--- config.mk ---
export PLATFORM = sky130hd
export DESIGN_NAME = cmp_seq_ctrl_flat
export DESIGN_NICKNAME = d
export VERILOG_FILES = /design/src/rtl/cmp_seq_ctrl_if.sv /design/src/rtl/cmp_seq_ctrl.sv /design/src/flat_wrapper.sv
export SDC_FILE = /design/constraint.sdc
export NUM_CORES = 1
export LEC_CHECK = 0
export CORE_ASPECT_RATIO = 0.9
export CORE_MARGIN = 2
export CORE_UTILIZATION = 46
export DETAILED_ROUTE_END_ITERATION = 10
export PLACE_DENSITY = 0.77
export SYNTH_ARGS = -nofsm -noshare
export SYNTH_HDL_FRONTEND = slang
export SYNTH_SLANG_ARGS = --single-unit
--- constraint.sdc ---
create_clock -name clk -period 1.6 [get_ports clk]
set_input_delay 0.32 -clock clk [delete_from_list [all_inputs] [get_ports clk]]
set_output_delay 0.32 -clock clk [all_outputs]
set_load 0.05 [all_outputs]
--- src/rtl/cmp_seq_ctrl_if.sv ---
// Operand/result handshake plus the nibble-wide link to the shared 4-bit comparator.
interface cmp_seq_ctrl_if #(parameter int NIBBLES = 4);
  logic                 start;
  logic [4*NIBBLES-1:0] a;
  logic [4*NIBBLES-1:0] b;
  logic [3:0]           ca;
  logic [3:0]           cb;
  logic                 ceq;
  logic                 cgt;
  logic                 clt;
  logic                 busy;
  logic                 done;
  logic                 eq;
  logic                 gt;
  logic                 lt;

  modport slave (
    input  start, a, b, ceq, cgt, clt,
    output ca, cb, busy, done, eq, gt, lt
  );

  modport master (
    output start, a, b, ceq, cgt, clt,
    input  ca, cb, busy, done, eq, gt, lt
  );
endinterface

--- src/rtl/cmp_seq_ctrl.sv ---
// Serial MSB-first nibble compare through one external 4-bit comparator, early exit on mismatch.
// Optional CMP_SIGNED_EN: two's-complement operands, sign mismatch resolved in the first RUN cycle.
module cmp_seq_ctrl #(
  parameter int NIBBLES = 4
) (
  input logic           clk,
  input logic           rst,
  cmp_seq_ctrl_if.slave bus
);
  localparam int W    = 4 * NIBBLES;
  localparam int IDXW = (NIBBLES > 1) ? $clog2(NIBBLES) : 1;
  localparam logic [IDXW-1:0] IDX_MAX = IDXW'(NIBBLES - 1);

  localparam logic [1:0] IDLE = 2'd0;
  localparam logic [1:0] RUN  = 2'd1;
  localparam logic [1:0] DONE = 2'd2;

  logic [1:0]      state;
  logic [W-1:0]    a_r, b_r;
  logic [W-1:0]    a_sh, b_sh;
  logic [IDXW-1:0] idx;
  logic            done_r, eq_r, gt_r, lt_r;
  logic            run;
  logic            unused;

  assign run  = (state == RUN);
  assign a_sh = a_r >> {idx, 2'b00};
  assign b_sh = b_r >> {idx, 2'b00};

  assign bus.ca   = run ? a_sh[3:0] : 4'd0;
  assign bus.cb   = run ? b_sh[3:0] : 4'd0;
  assign bus.busy = run;
  assign bus.done = done_r;
  assign bus.eq   = eq_r;
  assign bus.gt   = gt_r;
  assign bus.lt   = lt_r;

  // lt is derived from !ceq & !cgt, so the comparator's own lt is not needed
  assign unused = ^{bus.clt, a_sh, b_sh};

  always_ff @(posedge clk) begin
    if (rst) begin
      state  <= IDLE;
      a_r    <= '0;
      b_r    <= '0;
      idx    <= IDX_MAX;
      done_r <= 1'b0;
      eq_r   <= 1'b0;
      gt_r   <= 1'b0;
      lt_r   <= 1'b0;
    end else begin
      done_r <= 1'b0;
      case (state)
        IDLE, DONE: begin
          if (bus.start) begin
            a_r   <= bus.a;
            b_r   <= bus.b;
            idx   <= IDX_MAX;
            eq_r  <= 1'b0;
            gt_r  <= 1'b0;
            lt_r  <= 1'b0;
            state <= RUN;
          end else begin
            state <= IDLE;
          end
        end
        RUN: begin
`ifdef CMP_SIGNED_EN
          if (idx == IDX_MAX && a_r[W-1] != b_r[W-1]) begin
            gt_r   <= ~a_r[W-1];
            lt_r   <= a_r[W-1];
            done_r <= 1'b1;
            state  <= DONE;
          end else
`endif
          if (bus.ceq && idx != '0) begin
            idx <= idx - 1'b1;
          end else begin
            if (bus.ceq)      eq_r <= 1'b1;
            else if (bus.cgt) gt_r <= 1'b1;
            else              lt_r <= 1'b1;
            done_r <= 1'b1;
            state  <= DONE;
          end
        end
        default: state <= IDLE;
      endcase
    end
  end
endmodule

--- src/flat_wrapper.sv ---
// flat-port wrapper written by rule: the top's interface ports become plain ports
module cmp_seq_ctrl_flat 
#(
  parameter int NIBBLES = 4
)
  (clk, rst, bus_start, bus_a, bus_b, bus_ceq, bus_cgt, bus_clt, bus_ca, bus_cb, bus_busy, bus_done, bus_eq, bus_gt, bus_lt);
  cmp_seq_ctrl_if #(.NIBBLES(NIBBLES)) bus_i ();
  input logic clk;
  input logic rst;
  input wire logic [$bits(bus_i.start)-1:0] bus_start;
  input wire logic [$bits(bus_i.a)-1:0] bus_a;
  input wire logic [$bits(bus_i.b)-1:0] bus_b;
  input wire logic [$bits(bus_i.ceq)-1:0] bus_ceq;
  input wire logic [$bits(bus_i.cgt)-1:0] bus_cgt;
  input wire logic [$bits(bus_i.clt)-1:0] bus_clt;
  output wire logic [$bits(bus_i.ca)-1:0] bus_ca;
  output wire logic [$bits(bus_i.cb)-1:0] bus_cb;
  output wire logic [$bits(bus_i.busy)-1:0] bus_busy;
  output wire logic [$bits(bus_i.done)-1:0] bus_done;
  output wire logic [$bits(bus_i.eq)-1:0] bus_eq;
  output wire logic [$bits(bus_i.gt)-1:0] bus_gt;
  output wire logic [$bits(bus_i.lt)-1:0] bus_lt;
  assign bus_i.start = bus_start;
  assign bus_i.a = bus_a;
  assign bus_i.b = bus_b;
  assign bus_i.ceq = bus_ceq;
  assign bus_i.cgt = bus_cgt;
  assign bus_i.clt = bus_clt;
  assign bus_ca = bus_i.ca;
  assign bus_cb = bus_i.cb;
  assign bus_busy = bus_i.busy;
  assign bus_done = bus_i.done;
  assign bus_eq = bus_i.eq;
  assign bus_gt = bus_i.gt;
  assign bus_lt = bus_i.lt;
  cmp_seq_ctrl #(.NIBBLES(NIBBLES)) u_core (.clk(clk), .rst(rst), .bus(bus_i));
endmodule
== Word level (Yosys, flattened, before mapping) ==
Cells that the tools add are included.

* Equality and inequality tests: 9
* Order comparisons: 0
* Bitwise gates (word level): 1
* $add $sub $neg: 1
* Muxes and demuxes: 21
* Shift-type cells: 2
* Divide/modulo/power cells: 0
* Multiply operators: 0
* Reduce and logical (&&, ||, !) cells: 11

{| class="wikitable"
|+ Operators with widths
! kind !! number
|-
| right shift 16 x 4 -> 4 bit || 2
|-
| inequality test 2 bit, second input constant || 7
|-
| 2-to-1 mux 1 bit || 11
|-
| AND reduction 5 bit || 2
|-
| 2-to-1 mux 4 bit || 2
|-
| one-hot mux 2 bit (2 select lines) || 2
|-
| 2-to-1 mux 2 bit || 3
|-
| one-hot mux 1 bit (2 select lines) || 3
|-
| AND reduction 4 bit || 1
|-
| nonzero test 2 bit || 2
|-
| OR reduction 2 bit || 2
|-
| AND reduction 3 bit || 1
|-
| equality test 2 x 1 -> 1 bit, second input constant || 1
|-
| equality test 2 bit, second input constant || 1
|-
| zero test 2 bit || 1
|-
| AND reduction 2 bit || 1
|-
| subtractor 2 x 1 -> 2 bit, second input constant || 1
|-
| logical AND 1 bit || 1
|-
| inverter 1 bit || 1
|}

* Bits in writable memories: 0
* Bits in latches: 0
* Word-level logic and storage cells: 53
* Memories kept: 0
* Bits in read-only memories: 0
* Output and inout port bits: 13
* Flip-flop bits (word level): 40

== Depth between registers and ports, before layout ==
* Depth after elaboration: 4
* Mapped depth: 7

== Least setup slack after synthesis ==
OpenSTA, ideal clock, no wires.

* Path type: register to output
* Start point: register u_core.state[0]
* End point: output port bus_ca[0]
* Buffers on the path: 1
* Slack: -0.437 ns
* Data arrival time: 1.717 ns
* Cell stages (with the launch flop): 5
* Path through: dfxtp_1 nor2b_1 buf_2 nand2_2 o22ai_1

* Word-level cells in the longest chain between the ends: 2

{| class="wikitable"
|+ Ends and longest elaborated chain
! item !! line !! text
|-
| start, declared || cmp_seq_ctrl.sv:18 || <nowiki>logic [1:0] state;</nowiki>
|-
| start signal, assigned || cmp_seq_ctrl.sv:43 || <nowiki>state <= IDLE;</nowiki>
|-
| start signal, assigned || cmp_seq_ctrl.sv:62 || <nowiki>state <= RUN;</nowiki>
|-
| start signal, assigned || cmp_seq_ctrl.sv:64 || <nowiki>state <= IDLE;</nowiki>
|-
| equality test 2 x 1 -> 1 bit || cmp_seq_ctrl.sv:26 || <nowiki>assign run = (state == RUN);</nowiki>
|-
| named net bus_busy || flat_wrapper.sv:18 || <nowiki>output wire logic [$bits(bus_i.busy)-1:0] bus_busy;</nowiki>
|-
| 2-to-1 mux 4 bit || cmp_seq_ctrl.sv:30 || <nowiki>assign bus.ca = run ? a_sh[3:0] : 4'd0;</nowiki>
|-
| end, declared || flat_wrapper.sv:16 || <nowiki>output wire logic [$bits(bus_i.ca)-1:0] bus_ca;</nowiki>
|}

The timed path passes the listed nets, and every way through them passes these cells.

== Worst setup path in the final report ==
* Start point: register u_core.state[0]
* End point: output port bus_ca[2]

* Word-level cells in the longest chain between the ends: 2

{| class="wikitable"
|+ Ends and longest elaborated chain
! item !! line
|-
| equality test 2 x 1 -> 1 bit || cmp_seq_ctrl.sv:26
|-
| 2-to-1 mux 4 bit || cmp_seq_ctrl.sv:30
|}

No other way between the ends.

==> impl_metrics.ini <==
[cells_and_area]
final_cell_count_no_fill = 302
area_growth_pct = 68.2
antenna_cells = 0
fill_cells = 176
final_common_cell = nand2_1
finalNetCount = 296
drive_gt1_share_pct = 26.0
layout_common_cells = 64 x nand2_1, 36 x clkdlybuf4s50_1, 36 x dfxtp_1

[power_and_ir_drop]
powerDensity_mw_per_mm2 = 856
power.leakage_uw = 0.00101
irDropWorstVdd_v = 0.000651

[critical_path]
arrival_ns = 1.41
crit_type = reg -> out
worstSetupEndpointType = output pin
reg2reg_from = u_core.idx[0]
required_ns = 1.28
r2r_slack_ns = -0.04
r2r_end = u_core.idx[1]
path_max_fanout = 8
cp-start-kind = flop
r2r.worst_path.cells = 6

[routing]
vias = 1634
ant_nets = 0
viasPerCell = 5.41
wirelength_mm = 4.70
drt_iter0_drc = 79
routedWlPerCell_um = 15.5
route.detailed.drc = 0
drt_pass1_iterations = 4

[logic_synthesis]
yosysSeqAreaShare_pct = 48.1
syn_avg_cell_area_um2 = 8.24
synth_cells = 202
ys_ff_latch = 40
syn-num-nets = 241
netlist_area_mm2 = 0.00166
synth_cell_types = 22
yosys_warnings = 0

[sta]
rsz0062_at_grt = yes
relSlewSlack_pct = 76.7
setup_viol = 10
slew_viol_final = 0
clock-skew-final_ns = 0.00739
fin_crit_ns = 1.73
fmax_mhz = 577
worst_slew_pin_slew_ns = 0.348
hold_viol = 0
period_share_pct = 108
setup_slack_ns = -0.132

[worst_hold_path]
min_from = u_core.b_r[9]
hold_path.class = reg -> reg
min_to = u_core.b_r[9]
whs_path_depth = 2

[die]
rows = 20
core_mm2 = 0.00343
die-area_mm2 = 0.00412
die_w_um = 67.4
die_h_um = 61.1
start_util_pct = 48.5
design.portCount = 51

[cts]
cts_buffer_depth = 2
htreeDepth = 2
clock_sinks = 40
clock_latency_ns = 0.29
clkTransAtPathRegs_ns = 0.08
cts_tree = done
cts_buffers = 5
cts_root_buf = clkbuf_8

[status]
outcome = finished, violations left
violations = negative setup slack

[place]
gp_congestion = 0.760
dp.cells = 292
dp_hpwl_mm = 2.74
dp_slack_ns = -0.0403
portBuffers = 49

[grt]
grt_max_degree = 22
grt_pass1_wl_mm = 7.14
track_usage_pct = 24.1
grt_remaining_overflow = 0
antenna_found_initial = 0
grt_pass1_vias = 1528

[run]
max_cap_violations = 0
per-stage QoR:
step / hold slack (ns) / power (uW) / TNS, ns / area (um2) / utilization, %
6_report: 0.486 / 2400 / -1.00 / 2800 / 81.6
2_1_floorplan: 0.436 / 1330 / 0 / 1790 / -
3_5_place_dp: 0.446 / 1500 / -0.381 / 2420 / 70.5
4_1_cts: 0.472 / 2370 / -0.893 / 2750 / 80.2
3_3_place_gp: 0.441 / 1500 / -0.259 / 2420 / 70.5
5_1_grt: 0.502 / 2490 / -1.43 / 2800 / 81.6
how the worst max path moves through the flow:
stage	startpoint	end	slack (ns)	depth (start not counted)
5_1_grt	u_core.state[0]	bus_ca[2]	-0.17	5
2_1_floorplan	u_core.state[0]	bus_ca[1]	0.01	4
6_report	u_core.state[0]	bus_ca[2]	-0.13	5
3_5_place_dp	bus_start	u_core.a_r[5]	-0.04	5
3_3_place_gp	bus_start	u_core.b_r[12]	-0.03	5
4_1_cts	u_core.state[0]	bus_ca[2]	-0.13	5
synth_stat cells:
cell type | number | area [um2]
nand2_1 | 64 | 240
dfxtp_1 | 40 | 801
a21oi_1 | 33 | 165
mux2i_1 | 16 | 160
buf_4 | 8 | 60.1
o22ai_1 | 8 | 50.1
nor2_1 | 6 | 22.5
buf_2 | 4 | 20.0
inv_1 | 4 | 15.0
a31oi_1 | 3 | 18.8
nand2_2 | 2 | 12.5
nor2b_1 | 2 | 12.5
nor3_1 | 2 | 10.0
nor4_1 | 2 | 12.5
a32oi_1 | 1 | 8.76
and4bb_1 | 1 | 12.5
buf_1 | 1 | 3.75
buf_6 | 1 | 11.3
clkbuf_1 | 1 | 3.75
ha_1 | 1 | 12.5
nand2b_1 | 1 | 6.26
o21ai_1 | 1 | 5.00
cell families after synthesis:
kind of cell             count (synthesis)  synth area share, %
AND/OR/NAND/NOR                         80                 19.8
AO/OA/AOI/OAI                           46                 14.9
flip-flops                              40                 48.1
buffers and inverters                   19                 6.84
multiplexers                            16                 9.62
adder cells (fa/ha/maj)                  1                0.752
final cells by class:
class	instances	area, um2	share of cell area [%]
flip-flops and latches	40	808	28.9
inverters	4	15.0	0.536
multi-input cells	143	1090	38.9
clock inverters	2	35.0	1.25
clock buffers	6	72.6	2.59
well taps	44	55.1	1.97
repair buffers	63	724	25.9
timing repair:
item,4_1_cts,5_1_grt
hold buffers,0,0
gates resized for setup,42,8
buffers inserted,1,1
pin swaps,2,2
setup endpoints to repair,8,10
where the power goes:
part	internal [uW]	switching (uW)
Sequential	1050	53.2
Combinational	254	230
Clock	463	346
registers in the layout (all words and copies together) (netlist names):
name             count
u_core.bus.done      1
u_core.bus.lt        1
u_core.idx           2
u_core.bus.eq        1
u_core.a_r          16
u_core.state         2
u_core.bus.gt        1
u_core.b_r          16
worst max-delay path, cell delays in order, from the launching register on:
cell	delay (ns)
dfxtp_2	0.34
nor2b_4	0.14
buf_6	0.15
nand2_8	0.12
o22ai_4	0.21
buf_12	0.16
routing by layer:
metal,GRT usage (%),up-vias,part of all wire (%)
li1,-,792,-
met1,30.0,770,41
met2,39.9,61,52
met3,6.03,11,5.0
met4,11.1,0,2.4
met5,0,-,0
Note: power is estimated with default switching activity, not from simulation.
